==> config.mk <==
export PLATFORM = sky130hd
export DESIGN_NAME = registerfile_mp
export DESIGN_NICKNAME = d
export VERILOG_FILES = /design/src/rtl/regfile_pkg.sv /design/src/rtl/regfile_read_port.sv /design/src/rtl/registerfile_mp.sv
export SDC_FILE = /design/constraint.sdc
export NUM_CORES = 2
export LEC_CHECK = 0
export CAP_MARGIN = 20
export CORE_AREA = 2 2 348 264
export CTS_CLUSTER_SIZE = 28
export DETAILED_ROUTE_END_ITERATION = 10
export DIE_AREA = 0 0 350 266
export GPL_TIMING_DRIVEN = 0
export PLACE_DENSITY = 0.79
export SETUP_SLACK_MARGIN = 0.1
export SYNTH_ARGS = -nofsm -noshare
export SYNTH_HDL_FRONTEND = slang
export SYNTH_SLANG_ARGS = --single-unit
==> constraint.sdc <==
create_clock -name clock -period 61.6 [get_ports clock]
set_clock_uncertainty 0.2 [all_clocks]
set_input_delay 18.48 -clock clock [delete_from_list [all_inputs] [get_ports clock]]
set_output_delay 18.48 -clock clock [all_outputs]
set_load 0.05 [all_outputs]
==> src/rtl/regfile_pkg.sv <==
// Shared defaults and constants for the multi-read-port register file.
package regfile_pkg;

    localparam int DEF_DATA_W   = 32;
    localparam int DEF_ADDR_W   = 5;
    localparam int DEF_NUM_READ = 2;
    localparam int MAX_READ     = 4;
    localparam int ZERO_REG     = 0;

endpackage

==> src/rtl/regfile_read_port.sv <==
// One combinational read port: storage mux, zero-register forcing and, when
// REGFILE_BYPASS_EN is defined, write-through forwarding of the in-flight write.
module regfile_read_port
    import regfile_pkg::*;
#(
    parameter int DATA_W = DEF_DATA_W,
    parameter int ADDR_W = DEF_ADDR_W,
    parameter int DEPTH  = 1 << ADDR_W
) (
    input  logic [ADDR_W-1:0]             raddr,
    input  logic [DEPTH-1:0][DATA_W-1:0]  mem,
    input  logic [DEPTH-1:0]              busy,
    input  logic                          wen,
    input  logic [ADDR_W-1:0]             waddr,
    input  logic [DATA_W-1:0]             wdata,
    output logic [DATA_W-1:0]             rdata,
    output logic                          rbusy
);

    logic is_zero;
    assign is_zero = (raddr == ADDR_W'(ZERO_REG));

`ifdef REGFILE_BYPASS_EN
    logic hit;
    // wen already excludes register 0 and reset, so a hit is always a real write
    assign hit = wen && (raddr == waddr);

    always_comb begin
        rdata = '0;
        rbusy = 1'b0;
        if (hit) begin
            rdata = wdata;
        end else if (!is_zero) begin
            rdata = mem[raddr];
            rbusy = busy[raddr];
        end
    end
`else
    logic unused_bypass;
    assign unused_bypass = ^{wen, waddr, wdata};

    always_comb begin
        rdata = '0;
        rbusy = 1'b0;
        if (!is_zero) begin
            rdata = mem[raddr];
            rbusy = busy[raddr];
        end
    end
`endif

endmodule

==> src/rtl/registerfile_mp.sv <==
// Parametrised register file: NUM_READ combinational read ports, one write port,
// hardwired r0 and a busy scoreboard. Optional forwarding via REGFILE_BYPASS_EN.
module registerfile_mp
    import regfile_pkg::*;
#(
    parameter int DATA_W   = DEF_DATA_W,
    parameter int ADDR_W   = DEF_ADDR_W,
    parameter int NUM_READ = DEF_NUM_READ
) (
    input  logic                         clock,
    input  logic                         reset,
    input  logic [NUM_READ*ADDR_W-1:0]   ReadAddr,
    output logic [NUM_READ*DATA_W-1:0]   ReadData,
    output logic [NUM_READ-1:0]          ReadBusy,
    input  logic [ADDR_W-1:0]            WriteReg,
    input  logic [DATA_W-1:0]            WriteData,
    input  logic                         RegWrite,
    input  logic [ADDR_W-1:0]            IssueReg,
    input  logic                         IssueValid,
    output logic [(1<<ADDR_W)-1:0]       BusyVec
);

    localparam int DEPTH = 1 << ADDR_W;

    if (NUM_READ < 1 || NUM_READ > MAX_READ) begin : g_bad_num_read
        $error("registerfile_mp: NUM_READ must be in 1..4");
    end

    logic [DEPTH-1:0][DATA_W-1:0] mem;
    logic [DEPTH-1:0]             busy;
    logic                         wen;
    logic                         ien;

    assign wen = RegWrite && (WriteReg != ADDR_W'(ZERO_REG)) && !reset;
    assign ien = IssueValid && (IssueReg != ADDR_W'(ZERO_REG));

    // Issue is applied after the write so a same-edge issue leaves the register busy
    always_ff @(posedge clock or posedge reset) begin
        if (reset) begin
            mem  <= '0;
            busy <= '0;
        end else begin
            if (wen) begin
                mem[WriteReg]  <= WriteData;
                busy[WriteReg] <= 1'b0;
            end
            if (ien) begin
                busy[IssueReg] <= 1'b1;
            end
        end
    end

    assign BusyVec = busy;

    for (genvar k = 0; k < NUM_READ; k++) begin : g_rd
        regfile_read_port #(
            .DATA_W (DATA_W),
            .ADDR_W (ADDR_W),
            .DEPTH  (DEPTH)
        ) u_rd (
            .raddr (ReadAddr[k*ADDR_W +: ADDR_W]),
            .mem   (mem),
            .busy  (busy),
            .wen   (wen),
            .waddr (WriteReg),
            .wdata (WriteData),
            .rdata (ReadData[k*DATA_W +: DATA_W]),
            .rbusy (ReadBusy[k])
        );
    end

endmodule

==> impl_metrics.py <==
metrics = {
    "die": {
        "die_area_um2": 93100,
        "die_w_um": 350,
        "start_util_pct": 62.28,
        "die_h_um": 266,
        "pin_count": 154,
        "fp-row-count": 96,
        "core_um2": 90210,
    },
    "yosys": {
        "synth_edf_count": 0,
        "synth_cells": 3745,
        "synth-seq-cells": 1056,
        "netlist_area_um2": 56180,
        "syn_avg_cell_area_um2": 15.00,
        "synthesis.nets": 3801,
        "synth-main-ff-cell": "dfrtp_1",
        "ys_seq_area_share_pct": 47.04,
        "synth_cell_types": 46,
        "yosys_warnings": 0,
        "synthArstFlopShare_pct": 100.0,
    },
    "global_route": {
        "antenna_found_initial": 6,
        "grt_pass1_wl_um": 297300,
        "overflow": 0,
        "grt_pass1_vias": 40490,
        "track_usage_pct": 45.85,
        "grt_max_degree": 135,
    },
    "timing": {
        "hold_violations": 0,
        "slew_headroom_pct": 7.344,
        "fmax_ghz": 0.02375,
        "tightest_slew_ns": 1.380,
        "setup_viol_count_final": 0,
        "drv_slew": 0,
        "holdWs_ns": 0.2825,
        "min_period_over_period_pct": 68.35,
        "fin_crit_ns": 42.10,
        "rsz0062_at_grt": "no",
        "fin_setup_tns_ns": 0,
    },
    "routing": {
        "route.detailed.drc": 0,
        "totalWireLength_um": 211500,
        "first_pass_iters": 7,
        "ant_nets": 0,
        "routed_via_density": 7.706,
        "initialDrtViolationCount": 6504,
        "via_count": 41090,
        "wire_per_inst_um": 39.67,
    },
    "placed_design": {
        "place_congestion": 1.024,
        "io_buffer_count": 142,
        "dpl.hpwl_um": 147700,
        "placed_area_um2": 59480,
    },
    "finish": {
        "stdcell_area_um2": 63130,
        "fin_nets": 4079,
        "syn_to_final_growth_pct": 12.37,
        "drive_above_1_share_pct": 45.33,
        "num-fill-cells": 6065,
        "multi_input_area_um2": 27570,
        "register_area_um2": 26430,
    },
    "run": {
        "drv_cap": 0,
    },
    "clocking": {
        "htreeDepth": 3,
        "cts_sinks": 1056,
        "clock_latency_ns": 0.72,
        "cts_resized": 0,
        "cts_buffer_depth": 3,
        "cts_tree": "yes",
        "clockRootBuffer": "clkbuf_16",
        "cts_buffers": 104,
        "clk_pin_slew_ns": 0.06,
        "cts-hold-fix-buffers": 0,
        "post_cts_buffers": 0,
    },
    "worst_setup_path": {
        "crit_type": "input port to output pin",
        "startpoint_type": "input port",
        "reg2reg_slack_ns": 60.52,
        "worstPathArrival_ns": 23.42,
        "cp_max_fo": 10,
        "end_kind": "output pin",
        "critPathRequiredTime_ns": 42.92,
        "rr_worst_depth": 2,
    },
    "run_status": {
        "status": "finished, final reports clean",
    },
    "power_and_ir_drop": {
        "vdd_drop_max_uv": 26.35,
        "power_per_cell_area_nw_per_um2": 30.44,
        "power.leakage_nw": 28.02,
    },
    "min_path": {
        "hold_path_class": "register to register",
        "holdPathStages": 1,
    },
}
## cell type report
type                    instances  area share (%)
flip-flops and latches       1056           41.86
plain buffers                 440           3.387
clock buffers                 154           4.902
repair buffers                172           3.114
diodes                          4         0.01586
multi-input cells            2238           43.68
well taps                    1225           2.428
clock inverters                32          0.5391
inverters                      11         0.07730
## cell usage after synthesis (3+ instances only)
library cell  instances  share of area, %
a22oi_1              66              0.88
a221o_1              33              0.59
nand2b_1              6             0.067
a221oi_1             47              0.73
o21ai_0              74              0.66
mux2i_1             198               3.5
nand2_1              70              0.47
a211oi_1             33              0.44
clkbuf_1            226               1.5
nor3_1                3             0.027
inv_1                11             0.073
mux2_2             1010                20
nand3_1               3             0.027
a31oi_1              33              0.37
a22o_1               10              0.16
nor2_2                4             0.045
buf_4                39              0.52
buf_1                26              0.17
mux2_1               15              0.30
nand3b_1              6             0.080
nor3b_1               3             0.040
nor2b_1              41              0.46
a311oi_1             33              0.51
o21ai_1              26              0.23
o22ai_1               4             0.045
mux4_2              462                19
buf_12                4              0.14
buf_6                13              0.26
nor2_1               25              0.17
o2111ai_1            19              0.30
buf_2               130               1.2
dfrtp_1            1056                47
## path summary, 6_finish.rpt
path / start / to
setup / recovery: ReadAddr[3] / ReadData[14]
hold / removal: mem[13] / mem[13]
setup reg to reg: BusyVec[15] / BusyVec[15]
hold reg to reg: mem[13] / mem[13]
max in group asynchronous: reset / mem[439]
min in group asynchronous: reset / BusyVec[19]
## power breakdown
part	switching, mW	total [mW]	internal (mW)
clock	0.289	0.660	0.371
combinational	0.205	0.398	0.193
sequential	0.0785	0.864	0.785
total	0.573	1.92	1.35
## through the flow
stage	power, mW	instances	setup WS, ns	util, %
2_1_floorplan	1.119	3745	13.18	-
3_3_place_gp	1.240	5112	1.394	65.55
3_5_place_dp	1.254	5126	19.81	65.93
4_1_cts	1.900	5312	19.80	69.74
5_1_grt	1.964	5329	19.70	69.97
6_report	1.922	5332	19.50	69.98
## kinds of logic after synthesis
kind of cell,Yosys count,synth area share (%)
mux,1685,42.60
compound gates,381,4.962
simple gates,172,1.523
buf+inv,451,3.880
flops,1056,47.04
## worst max-delay path, stage by stage
cell	delay (ns)
clkdlybuf4s50_1	0.62
clkbuf_1	0.80
clkbuf_1	0.85
o2111ai_1	0.52
a311oi_1	1.15
clkdlybuf4s50_1	0.99
## placed cells by master (no fill, tap or decap), drive strengths merged, types with 4 or more instances in the layout
| master | Yosys | routed |
|---|---|---|
| a221o | 33 | 33 |
| a22o | 10 | 10 |
| mux2 | 1025 | 1025 |
| a22oi | 66 | 66 |
| nand2b | 6 | 6 |
| clkinv | 0 | 20 |
| diode | 0 | 4 |
| a211oi | 33 | 33 |
| o2111ai | 19 | 19 |
| nand3b | 6 | 6 |
| bufinv | 0 | 6 |
| clkbuf | 227 | 383 |
| a311oi | 33 | 33 |
| buf | 213 | 241 |
| o21ai | 100 | 100 |
| a221oi | 47 | 47 |
| inv | 11 | 14 |
| o22ai | 4 | 4 |
| nand2 | 70 | 70 |
| dfrtp | 1056 | 1056 |
| mux4 | 462 | 462 |
| a31oi | 33 | 33 |
| clkdlybuf4s50 | 0 | 142 |
| mux2i | 198 | 198 |
| nor2 | 29 | 29 |
| nor2b | 41 | 41 |
| nor3b | 4 | 4 |
## state kept, by name, indices dropped and copies added, names as in the netlist
register / flops
mem: 1024
BusyVec: 32
## layer usage
metal  vias up  track usage (%)  part of all wire (%)
li1      15110                -                     -
met1     21520            61.53                    36
met2      3583            61.34                    41
met3       862            20.47                    16
met4        16            27.33                   7.3
met5         -            1.518                  0.15
Note: power is estimated with default switching activity, not from simulation.
